**src/rtl/phase_tap_tracker_if.sv**
```systemverilog
`timescale 1ns/1ps
// Sample, enable and button inputs of the phi0 tap tracker together with its tap and status outputs.
interface phase_tap_tracker_if #(
  parameter int TAP_W  = 8,
  parameter int DIFF_W = 16
);
  logic                     enable;
  logic signed [DIFF_W-1:0] diff;
  logic                     diff_valid;
  logic                     man_inc;
  logic                     man_dec;
  logic [TAP_W-1:0]         tap;
  logic                     locked;
  logic                     tap_changed;
  logic                     at_limit;

  modport master (
    output enable, diff, diff_valid, man_inc, man_dec,
    input  tap, locked, tap_changed, at_limit
  );

  modport slave (
    input  enable, diff, diff_valid, man_inc, man_dec,
    output tap, locked, tap_changed, at_limit
  );
endinterface

```
**src/rtl/phase_tap_tracker.sv**
```systemverilog
`timescale 1ns/1ps
// Closed-loop phi0 tap controller: averages phase-difference samples and steps the delay-line tap.
// New tap lands 2 cycles after the last averaged sample (1 cycle after a button); no backpressure.
module phase_tap_tracker #(
  parameter int TAP_W          = 8,
  parameter int TAP_INITIAL    = 19,
  parameter int TAP_MIN        = 0,
  parameter int TAP_MAX        = 255,
  parameter int DIFF_W         = 16,
  parameter int TARGET         = 0,
  parameter int DEADBAND       = 1,
  parameter int COARSE         = 8,
  parameter int COARSE_STEP    = 4,
  parameter int AVG_LOG2       = 2,
  parameter int SETTLE_SAMPLES = 2,
  parameter int LOCK_COUNT     = 4
) (
  input logic                eclk,
  input logic                ereset_n,
  phase_tap_tracker_if.slave io
);
  localparam int ACC_W = DIFF_W + AVG_LOG2;
  localparam int ERR_W = DIFF_W + 1;
  localparam int TW    = TAP_W + 2;
  localparam int CNT_W = AVG_LOG2 + 1;
  localparam int NSAMP = 1 << AVG_LOG2;
  localparam int SET_W = (SETTLE_SAMPLES > 0) ? $clog2(SETTLE_SAMPLES + 1) : 1;
  localparam int LCK_W = $clog2(LOCK_COUNT + 1);

  typedef enum logic [1:0] {IDLE, ACCUM, EVAL, SETTLE} state_t;

  state_t                   state;
  logic signed [ACC_W-1:0]  acc;
  logic [CNT_W-1:0]         cnt;
  logic [SET_W-1:0]         set_cnt;
  logic [LCK_W-1:0]         lock_cnt;
  logic [TAP_W-1:0]         tap_q;
  logic                     locked_q;
  logic                     changed_q;
  logic                     limit_q;

  logic signed [ERR_W-1:0]  err;
  logic signed [ERR_W-1:0]  err_abs;
  logic                     in_band;
  logic signed [TW-1:0]     step;
  logic signed [TW-1:0]     tap_s;
  logic [TAP_W-1:0]         auto_val;
  logic                     auto_lim;
  logic [TAP_W-1:0]         man_val;
  logic                     man_lim;
  logic                     man_req;
  logic                     man_chg;
  logic [LCK_W-1:0]         lock_nxt;

  // Tap arithmetic runs two bits wider and signed so clamping never sees a wrapped value.
  function automatic void clamp_tap(input logic signed [TW-1:0] v,
                                    output logic [TAP_W-1:0] val, output logic lim);
    if (v > TW'(TAP_MAX)) begin
      val = TAP_W'(TAP_MAX);
      lim = 1'b1;
    end else if (v < TW'(TAP_MIN)) begin
      val = TAP_W'(TAP_MIN);
      lim = 1'b1;
    end else begin
      val = v[TAP_W-1:0];
      lim = 1'b0;
    end
  endfunction

  always_comb begin
    err      = ERR_W'(acc >>> AVG_LOG2) - ERR_W'(TARGET);
    err_abs  = err[ERR_W-1] ? -err : err;
    in_band  = (err_abs <= ERR_W'(DEADBAND));
    step     = (err_abs > ERR_W'(COARSE)) ? TW'(COARSE_STEP) : TW'(1);
    tap_s    = $signed({2'b00, tap_q});
    clamp_tap(err[ERR_W-1] ? tap_s + step : tap_s - step, auto_val, auto_lim);
    clamp_tap(io.man_inc ? tap_s + TW'(1) : tap_s - TW'(1), man_val, man_lim);
    man_req  = io.man_inc ^ io.man_dec;
    man_chg  = man_req && (man_val != tap_q);
    lock_nxt = (lock_cnt == LCK_W'(LOCK_COUNT)) ? lock_cnt : lock_cnt + 1'b1;
  end

  always_ff @(posedge eclk or negedge ereset_n) begin
    if (!ereset_n) begin
      state     <= IDLE;
      acc       <= '0;
      cnt       <= '0;
      set_cnt   <= '0;
      lock_cnt  <= '0;
      tap_q     <= TAP_W'(TAP_INITIAL);
      locked_q  <= 1'b0;
      changed_q <= 1'b0;
      limit_q   <= 1'b0;
    end else begin
      changed_q <= 1'b0;
      if (man_chg) begin
        tap_q     <= man_val;
        limit_q   <= man_lim;
        changed_q <= 1'b1;
        locked_q  <= 1'b0;
        lock_cnt  <= '0;
        acc       <= '0;
        cnt       <= '0;
        set_cnt   <= '0;
        state     <= io.enable ? SETTLE : IDLE;
      end else begin
        if (man_req) limit_q <= man_lim;
        unique case (state)
          IDLE: begin
            acc <= '0;
            cnt <= '0;
            if (io.enable) state <= ACCUM;
          end
          ACCUM: begin
            if (!io.enable) begin
              acc      <= '0;
              cnt      <= '0;
              locked_q <= 1'b0;
              lock_cnt <= '0;
              state    <= IDLE;
            end else if (io.diff_valid) begin
              acc <= acc + ACC_W'(io.diff);
              cnt <= cnt + 1'b1;
              if (cnt == CNT_W'(NSAMP - 1)) state <= EVAL;
            end
          end
          EVAL: begin
            acc     <= '0;
            cnt     <= '0;
            set_cnt <= '0;
            state   <= ACCUM;
            // A no-op button press in this cycle still pre-empts the automatic step.
            if (!man_req) begin
              if (in_band) begin
                lock_cnt <= lock_nxt;
                locked_q <= (lock_nxt == LCK_W'(LOCK_COUNT));
              end else begin
                lock_cnt <= '0;
                locked_q <= 1'b0;
                limit_q  <= auto_lim;
                if (auto_val != tap_q) begin
                  tap_q     <= auto_val;
                  changed_q <= 1'b1;
                  state     <= SETTLE;
                end
              end
            end
          end
          SETTLE: begin
            if (!io.enable) begin
              locked_q <= 1'b0;
              lock_cnt <= '0;
              state    <= IDLE;
            end else if (SETTLE_SAMPLES == 0) begin
              state <= ACCUM;
            end else if (io.diff_valid) begin
              set_cnt <= set_cnt + 1'b1;
              if (set_cnt == SET_W'(SETTLE_SAMPLES - 1)) state <= ACCUM;
            end
          end
        endcase
      end
    end
  end

  assign io.tap         = tap_q;
  assign io.locked      = locked_q;
  assign io.tap_changed = changed_q;
  assign io.at_limit    = limit_q;
endmodule

```
**src/flat_wrapper.sv**
```systemverilog
// flat-port wrapper written by rule: the top's interface ports become plain ports
module phase_tap_tracker_flat 
#(
  parameter int TAP_W          = 8,
  parameter int TAP_INITIAL    = 19,
  parameter int TAP_MIN        = 0,
  parameter int TAP_MAX        = 255,
  parameter int DIFF_W         = 16,
  parameter int TARGET         = 0,
  parameter int DEADBAND       = 1,
  parameter int COARSE         = 8,
  parameter int COARSE_STEP    = 4,
  parameter int AVG_LOG2       = 2,
  parameter int SETTLE_SAMPLES = 2,
  parameter int LOCK_COUNT     = 4
)
  (eclk, ereset_n, io_enable, io_diff, io_diff_valid, io_man_inc, io_man_dec, io_tap, io_locked, io_tap_changed, io_at_limit);
  phase_tap_tracker_if #(.TAP_W(TAP_W), .DIFF_W(DIFF_W)) io_i ();
  input logic eclk;
  input logic ereset_n;
  input wire logic [$bits(io_i.enable)-1:0] io_enable;
  input wire logic [$bits(io_i.diff)-1:0] io_diff;
  input wire logic [$bits(io_i.diff_valid)-1:0] io_diff_valid;
  input wire logic [$bits(io_i.man_inc)-1:0] io_man_inc;
  input wire logic [$bits(io_i.man_dec)-1:0] io_man_dec;
  output wire logic [$bits(io_i.tap)-1:0] io_tap;
  output wire logic [$bits(io_i.locked)-1:0] io_locked;
  output wire logic [$bits(io_i.tap_changed)-1:0] io_tap_changed;
  output wire logic [$bits(io_i.at_limit)-1:0] io_at_limit;
  assign io_i.enable = io_enable;
  assign io_i.diff = io_diff;
  assign io_i.diff_valid = io_diff_valid;
  assign io_i.man_inc = io_man_inc;
  assign io_i.man_dec = io_man_dec;
  assign io_tap = io_i.tap;
  assign io_locked = io_i.locked;
  assign io_tap_changed = io_i.tap_changed;
  assign io_at_limit = io_i.at_limit;
  phase_tap_tracker #(.TAP_W(TAP_W), .TAP_INITIAL(TAP_INITIAL), .TAP_MIN(TAP_MIN), .TAP_MAX(TAP_MAX), .DIFF_W(DIFF_W), .TARGET(TARGET), .DEADBAND(DEADBAND), .COARSE(COARSE), .COARSE_STEP(COARSE_STEP), .AVG_LOG2(AVG_LOG2), .SETTLE_SAMPLES(SETTLE_SAMPLES), .LOCK_COUNT(LOCK_COUNT)) u_core (.eclk(eclk), .ereset_n(ereset_n), .io(io_i));
endmodule
```
**config.mk**
```make
export PLATFORM = sky130hd
export DESIGN_NAME = phase_tap_tracker_flat
export DESIGN_NICKNAME = d
export VERILOG_FILES = /design/src/rtl/phase_tap_tracker_if.sv /design/src/rtl/phase_tap_tracker.sv /design/src/flat_wrapper.sv
export SDC_FILE = /design/constraint.sdc
export NUM_CORES = 1
export LEC_CHECK = 0
export CORE_MARGIN = 8
export CORE_UTILIZATION = 59
export DETAILED_ROUTE_END_ITERATION = 7
export GPL_TIMING_DRIVEN = 0
export PLACE_DENSITY = 0.82
export SETUP_SLACK_MARGIN = 0.02
export SYNTH_ARGS = -nofsm -noshare
export SYNTH_HDL_FRONTEND = slang
export SYNTH_SLANG_ARGS = --single-unit
```
**constraint.sdc**
```tcl
create_clock -name eclk -period 5.07 [get_ports eclk]
set_clock_uncertainty 0.2 [all_clocks]
set_input_delay 1.014 -clock eclk [delete_from_list [all_inputs] [get_ports eclk]]
set_output_delay 1.014 -clock eclk [all_outputs]
set_load 0.1 [all_outputs]
```
==> results.yml, run 1 <==
timing:
  final_hold_viol_count: 0
  fmax_mhz: 206
  slew_headroom_pct: 33.3
  timing.setup.tns_ns: 0
  rsz0062_at_grt: "no"
  worst_pin_slew_ns: 0.998
  setup_viol: 0
  fin_crit_sh_pct: 95.8
  fin_crit_ns: 4.86
  drv_slew: 0
layout:
  diodes: 0
  syn_to_final_growth_pct: 15.6
  nNetsFinal: 538
  final_layout_size_suffix_gt1_share_pct: 12.6
  fin_util_pct: 69.4
  final_cell_count_no_fill: 561
  design_area_sq_um: 4350
yosys:
  synth_seq_cells: 39
  netlist_area_sq_um: 3770
  yosysUniqueCellTypes: 77
  yosys_most_used_dff: "dfrtp_1"
  yosysWarnings: 0
  synthCells: 440
  ys_async_sr_fraction_pct: 100
  ys_seq_area_share_pct: 26.0
  synth.net_count: 495
  synth.avg_cell_area_sq_um: 8.56
  synth_area_leaders: "dfrtp_1 24%, ha_1 11%, a21oi_1 5.0%"
  synth_top_area_share_pct: 23.9
  synth_area_leader_cell: "dfrtp_1"
  synth_edf_count: 0
power:
  swShare_pct: 49.2
  power.density_nw_per_um2: 385
  clkPwrFrac_pct: 16.1
  design_power_total_mw: 1.68
  ir_drop_mv: 0.390
  p_sw_uw: 824
  p_int_uw: 851
  p_comb_share_pct: 58.8
  pwr-share-seq_pct: 25.1
  power_leakage_nw: 1.92
routing:
  routed_wl_microns: 9230
  drc: 0
  ant_nets: 0
  drt_first_iter_violations: 268
  dr.pass1.iters: 5
  wl_per_cell_microns: 16.5
  viasPerCell: 6.38
  vias: 3579
clocking:
  cts.sink_count: 39
  clkLatencyLatePin_ns: 0.30
  cts_inserted_buffers: 5
  clk_pin_slew_ns: 0.09
  clockBufferDepth: 2
  cts_tree: "yes"
  ctsHoldBuffers: 0
  h-tree-depth: 2
  root_buffer: "clkbuf_8"
run_status:
  status: "finished, final reports clean"
grt:
  grt_first_pass_wirelength_microns: 15600
  track_usage_pct: 20.8
  grt_pass1_vias: 3400
  antenna_found_initial: 0
  grt_overflow: 0
  grt_max_degree: 40
placement:
  routabilityCongestion: 0.932
  portBuffers: 32
  placed_cells: 549
  dp_hpwl_microns: 6840
  dpl_cell_area_sq_um: 4180
floorplanning:
  num_io_pins: 33
  die_w_microns: 95.9
  coreArea_sq_um: 6280
  initial_utilization_pct: 60.0
  die_height_microns: 95.9
  dieArea_sq_um: 9200
  row_count: 29
critical_path:
  required_ns: 5.06
  rrSetupSlack_ns: 0.21
  slowest_delay_ns: 0.48
  critical_path.most_common_cell: "ha_1"
  crit_fanout: 8
  startpoint_type: "flop"
  arrival_ns: 4.85
  r2r_cells: 21
  endpoint_kind: "flop"
  critPathKind: "flop to flop"
  cpMaxStageDelayCell: "dfrtp_1"
  crit_chain: "inv_1, ha_1, nor3b_4, buf_4, a311o_1, o221a_2, nand4_1, or3_4, nor2_4, ha_1, ha_1, nor2b_2, o2111ai_2, and2_1, clkbuf_2, nand2_1, o2111a_1, nor3_4, buf_12, or2_4, o221a_1"
run:
  maxCapViolations: 0
hold_path:
  holdPathStages: 1
  hp-class: "flop to flop"
==> repair_timing <==
item / CTS / global route
pin swaps: 0 / 1
endpoints found under the setup margin: 5 / 8
setup buffers: 2 / 2
resized for setup: 2 / 4
==> worst max-delay path, delay by kind of cell (launching register included) <==
| family | cells | cell delay [ns] |
|---|---|---|
| simple gates | 9 | 1.80 |
| compound gates | 5 | 1.01 |
| buf+inv | 4 | 0.67 |
| fa+ha+maj | 3 | 0.58 |
| flops | 1 | 0.48 |
==> through the flow <==
stage | hold WS, ns | worst slack [ns]
after floorplan | 0.273 | 0.684
after global placement | 0.289 | 0.0483
after detailed placement | 0.291 | -0.0219
after CTS | 0.314 | 0.0627
after global routing | 0.323 | 0.0360
final | 0.308 | 0.211
==> logic make-up after synthesis <==
kind of cell	Yosys count	share of synthesized area [%]
compound gates	154	28.7
xor+xnor	24	5.58
fa+ha+maj	33	11.2
buf+inv	42	4.85
flops	39	26.0
mux	10	2.72
simple gates	138	21.0
==> final cells by class <==
type                            instances  area (sq um)
Multi-Input combinational cell        359          2630
Buffer                                 19          96.3
Tap cell                               77          96.3
Sequential cell                        39           980
Clock inverter                          3          43.8
Timing Repair Buffer                   36           358
Inverter                               23          86.3
Clock buffer                            5          68.8
Fill cell                             501          1920
==> power groups by stage <==
| stage | sequential, mW | combinational (mW) | clock, mW |
|---|---|---|---|
| final | 0.420 | 0.986 | 0.269 |
| after global routing | 0.428 | 1.07 | 0.285 |
| after CTS | 0.419 | 0.966 | 0.274 |
| after detailed placement | 0.424 | 0.952 | 0 |
| after global placement | 0.422 | 0.936 | 0 |
| after floorplan | 0.626 | 0.532 | 0 |
==> routing by layer <==
metal,global-route usage [%],vias to the layer above,routed length [microns]
met3,3.12,22,600
met2,35.0,134,4450
met4,7.94,0,197
met1,26.3,1678,3980
li1,-,1745,-
met5,0,-,0
==> cell usage after synthesis, drive strengths merged, types with 5 or more instances <==
cell,n
a21o,10
a21oi,38
a22o,20
a31oi,10
buf,13
clkbuf,6
dfrtp,36
ha,32
inv,23
mux2i,8
nand2,33
nand2b,7
nand3,6
nand4,7
nor2,36
nor2b,6
nor3,12
o21ai,24
o22ai,5
o31ai,5
or2,5
xnor2,17
xor2,7
==> registers in the layout, indices dropped and copies added (netlist names) <==
signal	cells
u_core.io.locked	1
u_core.lock_cnt	3
u_core.io.tap	8
u_core.set_cnt	2
u_core.cnt	3
u_core.state	2
u_core.io.at_limit	1
u_core.io.tap_changed	1
u_core.acc	18
==> path summary, 6_finish.rpt <==
kind,from,to
min reg2reg,u_core.io.locked,u_core.io.locked
max,u_core.acc[3],u_core.io.tap[6]
min in group asynchronous,ereset_n,u_core.io.tap[5]
max reg2reg,u_core.acc[3],u_core.io.tap[6]
max in group asynchronous,ereset_n,u_core.acc[17]
min,u_core.io.locked,u_core.io.locked
==> layout by cell type (no fill, tap or decap), drive strengths merged, types with 7 or more instances in the layout <==
cell and count:
inv 23, ha 32, buf 18, clkdlybuf4s50 31, dfrtp 36, xnor2 17, a21oi 38, mux2i 8
nor2 36, nand2 33, clkbuf 11, nand2b 7, nand4 7, a22o 20, nor3 12, a21o 10
xor2 7, o21ai 24, a31oi 10
Note: power is estimated with default switching activity, not from simulation.
==> inputs of run 2 (changes only) <==
--- a/config.mk
+++ b/config.mk
@@ -5,6 +5,7 @@
 export SDC_FILE = /design/constraint.sdc
 export NUM_CORES = 1
 export LEC_CHECK = 0
+export ABC_CLOCK_PERIOD_IN_PS = 5070
 export CORE_MARGIN = 8
 export CORE_UTILIZATION = 59
 export DETAILED_ROUTE_END_ITERATION = 7
==> results of run 2 <==
No change in the layout: final DEF, timing and power equal those of run 1.
==> inputs of run 3 (changes only) <==
--- a/config.mk
+++ b/config.mk
@@ -5,7 +5,7 @@
 export SDC_FILE = /design/constraint.sdc
 export NUM_CORES = 1
 export LEC_CHECK = 0
-export ABC_CLOCK_PERIOD_IN_PS = 5070
+export ABC_CLOCK_PERIOD_IN_PS = 4640
 export CORE_MARGIN = 8
 export CORE_UTILIZATION = 59
 export DETAILED_ROUTE_END_ITERATION = 7
==> constraint.sdc (replaced) <==
create_clock -name eclk -period 4.64 [get_ports eclk]
set_clock_uncertainty 0.2 [all_clocks]
set_input_delay 0.928 -clock eclk [delete_from_list [all_inputs] [get_ports eclk]]
set_output_delay 0.928 -clock eclk [all_outputs]
set_load 0.1 [all_outputs]
==> run 3 against run 2 <==
Sequential power up 10%. Count of clock-buffer cells in the layout unchanged. Cell count up 2.0%. Critical endpoint is now u_core.io.tap[7]. Global-route usage up 0.44 points. Clock power up 11%. Die area unchanged. Largest cell class unchanged. Setup slack worse by 0.15 ns. Sequential share of layout area down 1.1 points. Fmax up 6.1%.
==> results.yml, run 3 (synthesis results as in run 1) <==
run_status:
  status: "finished, final reports clean"
critical_path:
  startpoint_type: "flop"
  arrival_ns: 4.55
  r2r_start: "u_core.acc[3]"
  crit_chain: "inv_4, ha_4, nor3b_4, buf_6, nand4_1, o211ai_1, o311ai_4, or3_4, nor2_4, ha_4, ha_1, nor2b_4, o211ai_1, a31o_2, a41o_1, o2111a_2, nor3_4, buf_12, mux2i_1, o31ai_2"
  critPathKind: "flop to flop"
  crit_fanout: 7
  slowest_delay_ns: 0.44
  endpoint_kind: "flop"
  path_delay_family: "simple AND/OR/NAND/NOR gates"
  required_ns: 4.61
  cpMaxStageDelayCell: "dfrtp_2"
  critPathLaunch: "u_core.acc[3]"
  critical_path_depth: 20
  crit_buf_inv: 3
  r2r_cells: 20
placement:
  dpl_cell_area_sq_um: 4180
  portBuffers: 32
  routabilityCongestion: 0.932
  dp_hpwl_microns: 6840
timing:
  timing.setup.tns_ns: 0
  fin_crit_ns: 4.58
  drv_slew: 0
  slew_headroom_pct: 33.0
  final_hold_viol_count: 0
  setup_viol: 0
  worst_pin_slew_ns: 1.00
  rsz0062_at_grt: "yes"
  fmax_mhz: 218
  fin_crit_sh_pct: 98.7
routing:
  routed_wl_microns: 9930
  dr.pass1.iters: 5
  vias: 3678
  drt_first_iter_violations: 274
  wl_per_cell_microns: 17.4
  viasPerCell: 6.43
  ant_nets: 0
  drc: 0
clocking:
  clockBufferDepth: 2
  cts.sink_count: 39
  cts_tree: "yes"
  h-tree-depth: 2
  clkLatencyLatePin_ns: 0.31
  cts_inserted_buffers: 5
  root_buffer: "clkbuf_8"
  clk_pin_slew_ns: 0.09
layout:
  design_area_sq_um: 4580
  regMostFlops: "u_core.acc"
  largest_register_ffs: 18
  layout_commonest_cell: "a21oi_1"
  mostFrequentLayoutCells: "37 x a21oi_1, 35 x nor2_1, 34 x dfrtp_1"
  syn_to_final_growth_pct: 21.7
  diodes: 0
  final_layout_size_suffix_gt1_share_pct: 18.2
  nNetsFinal: 549
hold_path:
  holdPathStages: 1
  worst_hold_startpoint: "u_core.io.locked"
  hp-class: "flop to flop"
power:
  ir_drop_mv: 0.440
  power.density_nw_per_um2: 424
  power_leakage_nw: 2.00
grt:
  grt_first_pass_wirelength_microns: 15900
  track_usage_pct: 21.3
  grt_pass1_vias: 3455
  grt_max_degree: 40
  grt_overflow: 0
  antenna_found_initial: 0
floorplanning:
  die_height_microns: 95.9
  row_count: 29
  die_w_microns: 95.9
  initial_utilization_pct: 60.0
  coreArea_sq_um: 6280
  num_io_pins: 33
  dieArea_sq_um: 9200
run:
  maxCapViolations: 0
==> run 3: changes by cell type in the layout (fill, tap and decap cells not counted), sizes merged <==
| cell | previous run | this run |
|---|---|---|
| buf | 18 | 30 |
| clkbuf | 11 | 10 |
==> run 3: metal layers <==
metal	wire, microns	track usage (%)	vias to the layer above	share of wire [%]
li1	-	-	1769	-
met1	4270	26.7	1715	43
met2	4760	36.3	162	48
met3	605	2.96	32	6.1
met4	298	7.43	0	3.0
met5	0	0	-	0
==> run 3: timing repair <==
item                                    4_1_cts  5_1_grt
gates cloned                                  0        0
pin swaps                                     5       15
setup buffers                                 8        8
hold buffers                                  0        0
resized for setup                            12       28
hold endpoints to repair                      0        0
endpoints found under the setup margin       10       10
==> run 3: final timing paths <==
kind / end / slack [ns]
worst max register to register: u_core.io.tap[7] / 0.06
min in group asynchronous: u_core.io.tap[5] / 0.54
worst min register to register: u_core.io.locked / 0.31
worst max-delay path: u_core.io.tap[7] / 0.06
worst min-delay path: u_core.io.locked / 0.31
max in group asynchronous: u_core.acc[2] / 3.08
==> run 3: metrics by stage <==
step / util (%) / setup WS (ns) / hold WS [ns] / std cells / total power [mW]
2_1_floorplan: - / 0.254 / 0.273 / 440 / 1.27
3_3_place_gp: 66.6 / -0.382 / 0.289 / 549 / 1.48
3_5_place_dp: 66.6 / -0.452 / 0.291 / 549 / 1.50
4_1_cts: 70.1 / 0.0362 / 0.314 / 564 / 1.83
5_1_grt: 73.0 / -0.101 / 0.323 / 572 / 2.05
6_report: 73.0 / 0.0595 / 0.307 / 572 / 1.94
==> run 3: layout make-up <==
cell class	count	area (sq um)
flip-flops and latches	39	982
fillers	457	1690
repair buffers	48	455
multi-input cells	359	2760
clock inverters	3	43.8
well taps	77	96.3
inverters	23	88.8
plain buffers	18	93.8
clock buffers	5	68.8
==> run 3: worst reg2reg max path, cell delays in order (launching register included) <==
cell      delay (ns)
dfrtp_2         0.44
inv_4           0.09
ha_4            0.13
nor3b_4         0.18
buf_6           0.15
nand4_1         0.17
o211ai_1        0.33
o311ai_4        0.15
or3_4           0.42
nor2_4          0.22
ha_4            0.18
ha_1            0.17
nor2b_4         0.18
o211ai_1        0.15
a31o_2          0.24
a41o_1          0.24
o2111a_2        0.17
nor3_4          0.21
buf_12          0.16
mux2i_1         0.21
o31ai_2         0.07
==> run 3: power by group <==
part | leakage, nW | internal [mW] | switching (mW) | total [mW]
Combinational | 1.43 | 0.434 | 0.746 | 1.18
Sequential | 0.508 | 0.392 | 0.0717 | 0.464
Clock | 0.0581 | 0.160 | 0.138 | 0.299
Total | 2.00 | 0.986 | 0.956 | 1.94
==> variant 1, RTL diff (settings of run 2) <==
The 4 states of `state_t` get a one-hot encoding in 4 bits.
--- a/src/rtl/phase_tap_tracker.sv
+++ b/src/rtl/phase_tap_tracker.sv
@@ -29,3 +29,3 @@
 
-  typedef enum logic [1:0] {IDLE, ACCUM, EVAL, SETTLE} state_t;
+  typedef enum logic [3:0] {IDLE = 4'b0001, ACCUM = 4'b0010, EVAL = 4'b0100, SETTLE = 4'b1000} state_t;
 
Behaviour: same outputs for any inputs over 4 cycles, from zero or initial values and one cycle with ereset_n low; so few cycles prove little.
==> variant 1 against run 2 <==
The flow now finishes with violations (setup timing); count of clock-buffer cells in the layout stayed put; setup slack worse by 270 ps; largest power group unchanged; area after synthesis is 2.6% higher; sequential power is 10% higher; highest routed layer unchanged; cell count is 8.6% higher; power is 58% higher; clock power is 12% lower; wire length is 26% higher; sequential cell count is 2 higher; critical path type unchanged; design area is 13% higher; critical path depth is 3 lower.
==> variant 1: results (changes against run 2) <==
status: "complete, but fails checks"  # was complete, no violations
violations: "setup timing"
setup_violations: 2  # was 0
fill_cells: 442  # was 501
r2r_start: "u_core.acc[2]$_DFFE_PN0P_"  # was u_core.acc[3]$_DFFE_PN0P_
nNonClkBuffers: 91  # was 55
final_layout_size_suffix_gt1_frac: 0.199  # was 0.126
grt_max_degree: 26  # was 40
synth_top_cells_by_area: "dfrtp_1 24%, ha_1 10%, a21oi_1 5.2%"  # was dfrtp_1 24%, ha_1 11%, a21oi_1 5.0%
buffer_area_frac: 0.148  # was 0.104
seq_area_sq_mm: 0.00104  # was 980 sq um
tns_ps: -62.8  # was 0 ps
intPower_uw: 1310  # was 851 uW
clk_pin_slew_ps: 110  # was 90 ps
slowest_stage: "or4_4"  # was dfrtp_1
synth_common_cells: "40 x a21oi_1, 37 x dfrtp_1, 34 x nor2_1"  # was 38 x a21oi_1, 36 x dfrtp_1, 36 x nor2_1
synth_seq_area_share: 0.267  # was 0.260
wl_um: 11700  # was 9230 um
final_nets: 586  # was 538
synth.net_count: 516  # was 495
power_leakage_uw: 0.00216  # was 0.00192 uW
grt_pass1_wl_um: 17900  # was 15,600 um
dr_total_vias: 4109  # was 3,579
num-nonclk-inverters: 19  # was 23
cp.arrival_ps: 5150  # was 4850 ps
fin_ws_ps: -61.8  # was 211 ps
multi_input_area_share: 0.588  # was 0.603
reg2reg_depth: 18  # was 21
gp_congestion: 0.917  # was 0.932
drt-initial-drc-count: 266  # was 268
ys_seq_elements: 41  # was 39
multi_input_cells: 373  # was 359
clk_latency_ps: 320  # was 300 ps
clk_share: 0.0184  # was 0.0259
-- variant 1: changes by cell type in the layout (fill, tap and decap cells not counted), sizes merged, moves of 4 or more --
cell,change
o31a,+5
mux2i,-4
nand4,-4
clkbuf,+14
or4,+7
a211o,+4
nand2,-4
inv,-4
buf,+22
-- variant 1: cells by family after synthesis --
family / count (synthesis) / synth area share
compound gates: 163 / 0.294
simple gates: 142 / 0.193
buf+inv: 47 / 0.0525
flops: 41 / 0.267
fa+ha+maj: 33 / 0.109
xor+xnor: 26 / 0.0589
mux: 9 / 0.0259
-- variant 1: through the flow --
step                      hold slack, ps  setup slack [ps]  area (sq um)  utilization
final                                314             -61.8          4910        0.773
after global routing                 328              -193          4910        0.773
after CTS                            317             -88.1          4690        0.738
after detailed placement             293              -528          4400        0.692
after global placement               291              -491          4370        0.689
after floorplan                      273             -55.0          3960            -
-- variant 1: power by group through the flow --
stage / combinational [uW] / sequential (uW) / clock (uW)
5_1_grt: 2050 / 468 / 251
4_1_cts: 1650 / 458 / 235
2_1_floorplan: 986 / 674 / 0
6_report: 1950 / 462 / 238
3_5_place_dp: 1520 / 463 / 0
3_3_place_gp: 1480 / 460 / 0
-- variant 1: layer usage --
layer | routed length (um) | share of wire | global-route usage | vias to the layer above
met5 | 0 | 0 | 0 | -
met4 | 402 | 0.035 | 0.0970 | 0
met3 | 649 | 0.056 | 0.0370 | 46
met2 | 5880 | 0.50 | 0.388 | 199
met1 | 4720 | 0.41 | 0.257 | 1981
li1 | - | - | - | 1883
-- variant 1: what timing repair did --
action                                  4_1_cts  5_1_grt
setup buffers                                21       12
hold buffers                                  0        0
gates cloned                                  0        0
resized for setup                            17       29
endpoints found under the setup margin       11       11
pin swaps                                    13       17
==> variant 2, RTL diff (flow settings as in run 2) <==
Without the edit above. `SETTLE_SAMPLES` is set to 2 in 2 places; all go to 4.
--- a/src/rtl/phase_tap_tracker.sv
+++ b/src/rtl/phase_tap_tracker.sv
@@ -14,3 +14,3 @@
   parameter int AVG_LOG2       = 2,
-  parameter int SETTLE_SAMPLES = 2,
+  parameter int SETTLE_SAMPLES = 4,
   parameter int LOCK_COUNT     = 4
--- a/src/flat_wrapper.sv
+++ b/src/flat_wrapper.sv
@@ -13,3 +13,3 @@
   parameter int AVG_LOG2       = 2,
-  parameter int SETTLE_SAMPLES = 2,
+  parameter int SETTLE_SAMPLES = 4,
   parameter int LOCK_COUNT     = 4
Check against the original RTL: no difference found for any inputs over 4 cycles, from zero or initial values and one cycle with ereset_n low; that may be too few to reach the edited logic, so the function may still have changed.
==> variant 2 against run 2 <==
Setup slack better by 77 ps; sequential cell count rose by 1; global-route usage increased by 2.1 points; count of clock-buffer cells in the layout rose by 1; area after synthesis grew 7.4%; cell count is 8.0% higher; wire length grew 21%; synthesized cell count rose by 9.8%; design area is 6.1% higher; highest routed layer unchanged.
Power is not compared: it rests on default switching activity, and its combinational part moved more than twofold at a synthesized area within 25%.
==> variant 2: results (changes against run 2) <==
dp_hpwl_um: 8430  # was 6840 um
wl_per_cell_um: 18.5  # was 16.5 um
grt_max_degree: 28  # was 40
viasPerCell: 6.69  # was 6.38
r2r_start: "u_core.acc[2]$_DFFE_PN0P_"  # was u_core.acc[3]$_DFFE_PN0P_
status: "complete, no violations"  # unchanged
htreeDepth: 2  # unchanged
drt-initial-drc-count: 394  # was 268
cp.arrival_ps: 4770  # was 4850 ps
clk_pin_slew_ps: 90  # about the same
synth_common_cells: "49 x o21ai_0, 41 x nand2_1, 37 x dfrtp_1"  # was 38 x a21oi_1, 36 x dfrtp_1, 36 x nor2_1
hold_depth: 2  # was 1
final_layout_size_suffix_gt1_frac: 0.114  # was 0.126
hold_end: "u_core.cnt[2]$_DFFE_PN0P_"  # was u_core.io.locked$_DFFE_PN0P_
crit_path_max_fanout: 10  # was 8
grt_pass1_vias: 3795  # was 3,400
synth.net_count: 539  # was 495
regToRegSetupSlack_ps: 290  # was 210 ps
netlist_area_sq_mm: 0.00405  # was 0.00377 sq mm
reg2reg_depth: 19  # was 21
synth_seq_area_share: 0.248  # was 0.260
min_path_type: "reg2reg"  # unchanged
synth_compound_area_frac: 0.294  # was 0.287
numPortBuffers: 32  # unchanged
grt_use_total: 0.229  # was 0.208
holdCritStartpoint: "u_core.cnt[2]$_DFFE_PN0P_"  # was u_core.io.locked$_DFFE_PN0P_
synth_cell_types: 76  # was 77
gp_congestion: 0.946  # was 0.932
yosys.area.top_type_share: 0.229  # was 0.239
power_leakage_uw: 0.00196
final_nets: 581  # was 538
synth_xor_area_frac: 0.0544  # was 0.0558
r2r_end: "u_core.io.tap[5]$_DFFE_PN0P_"  # was u_core.io.tap[6]$_DFFE_PN0P_
synthAdderAreaFrac: 0.107  # was 0.112
clk_path_buf_depth: 2  # unchanged
worst_pin_slew_ps: 977  # was 998 ps
synth_top_cells_by_area: "dfrtp_1 23%, ha_1 10%, o21ai_0 6.1%"  # was dfrtp_1 24%, ha_1 11%, a21oi_1 5.0%
fill_cells: 540  # was 501
cts-root-buf: "clkbuf_8"  # unchanged
antennaDiodeCount: 0  # unchanged
synthMuxAreaShare: 0.0130  # was 0.0272
-- variant 2: layer usage --
layer | up-vias | wire length [um] | GRT usage
met5 | - | 0 | 0
met4 | 0 | 121 | 0.0602
met3 | 11 | 747 | 0.0303
met2 | 148 | 5160 | 0.363
met1 | 2003 | 5170 | 0.317
li1 | 1892 | - | -
-- variant 2: how the worst max path moves through the flow --
| stage | endpoint | slack (ps) | cells past startpoint |
|---|---|---|---|
| global route | u_core.io.tap[0]$_DFFE_PN1P_ | 30 | 19 |
| global placement | u_core.io.tap[6]$_DFFE_PN0P_ | 110 | 18 |
| detailed placement | u_core.io.tap[5]$_DFFE_PN0P_ | 40 | 19 |
| finish | u_core.io.tap[5]$_DFFE_PN0P_ | 290 | 19 |
| CTS | u_core.io.tap[5]$_DFFE_PN0P_ | 110 | 19 |
| floorplan | u_core.io.tap[3]$_DFFE_PN0P_ | 790 | 18 |
-- variant 2: timing repair --
| item | 4_1_cts | 5_1_grt |
|---|---|---|
| buffers inserted | 0 | 2 |
| hold buffers | 0 | 0 |
| pin swaps | 0 | 2 |
| setup endpoints to repair | 1 | 10 |
| resized for setup | 1 | 7 |
| hold endpoints to repair | 0 | 0 |
-- variant 2: kinds of logic (layout without fill, tap and decap cells) --
family | Yosys count | after routing
compound gates | 166 | 166
simple gates | 170 | 170
buf+inv | 45 | 88
mux | 5 | 5
flops | 40 | 40
fa+ha+maj | 34 | 34
xor+xnor | 23 | 23
-- variant 2: worst max-delay path, stage by stage, from the launching register on --
cell and delay, ps:
dfrtp_1 480, inv_1 130, ha_1 230, or3b_4 440, nor3_4 230, o32a_1 180, o2111a_1 220, nand3_1 100
nor2_2 210, ha_1 210, ha_1 160, nor2b_1 200, o211ai_1 200, o22ai_2 270, a21oi_1 100, o211a_1 250
a211oi_4 430, buf_6 220, o21ai_0 90, o311a_1 120
-- variant 2: area by class of cell --
type / instances / area (sq um) / area share
Buffer: 20 / 123 / 0.0266
Clock buffer: 6 / 72.6 / 0.0157
Clock inverter: 2 / 12.5 / 0.00271
Inverter: 25 / 93.8 / 0.0203
Multi-Input combinational cell: 398 / 2860 / 0.620
Sequential cell: 40 / 1000 / 0.218
Tap cell: 80 / 100 / 0.0217
Timing Repair Buffer: 35 / 350 / 0.0759
-- variant 2: through the flow --
step	cells	cell area [sq um]	hold slack, ps	setup WS (ps)
final	606	4620	292	288
after global routing	606	4620	343	31.3
after global placement	595	4470	270	113
after floorplan	483	4050	250	792
after detailed placement	596	4480	277	39.1
after CTS	604	4570	297	111
-- variant 2: power by group --
| part | switching, uW | total, uW | internal (uW) |
|---|---|---|---|
| Clock | 125 | 221 | 96.5 |
| Combinational | 1360 | 2130 | 772 |
| Sequential | 105 | 501 | 396 |
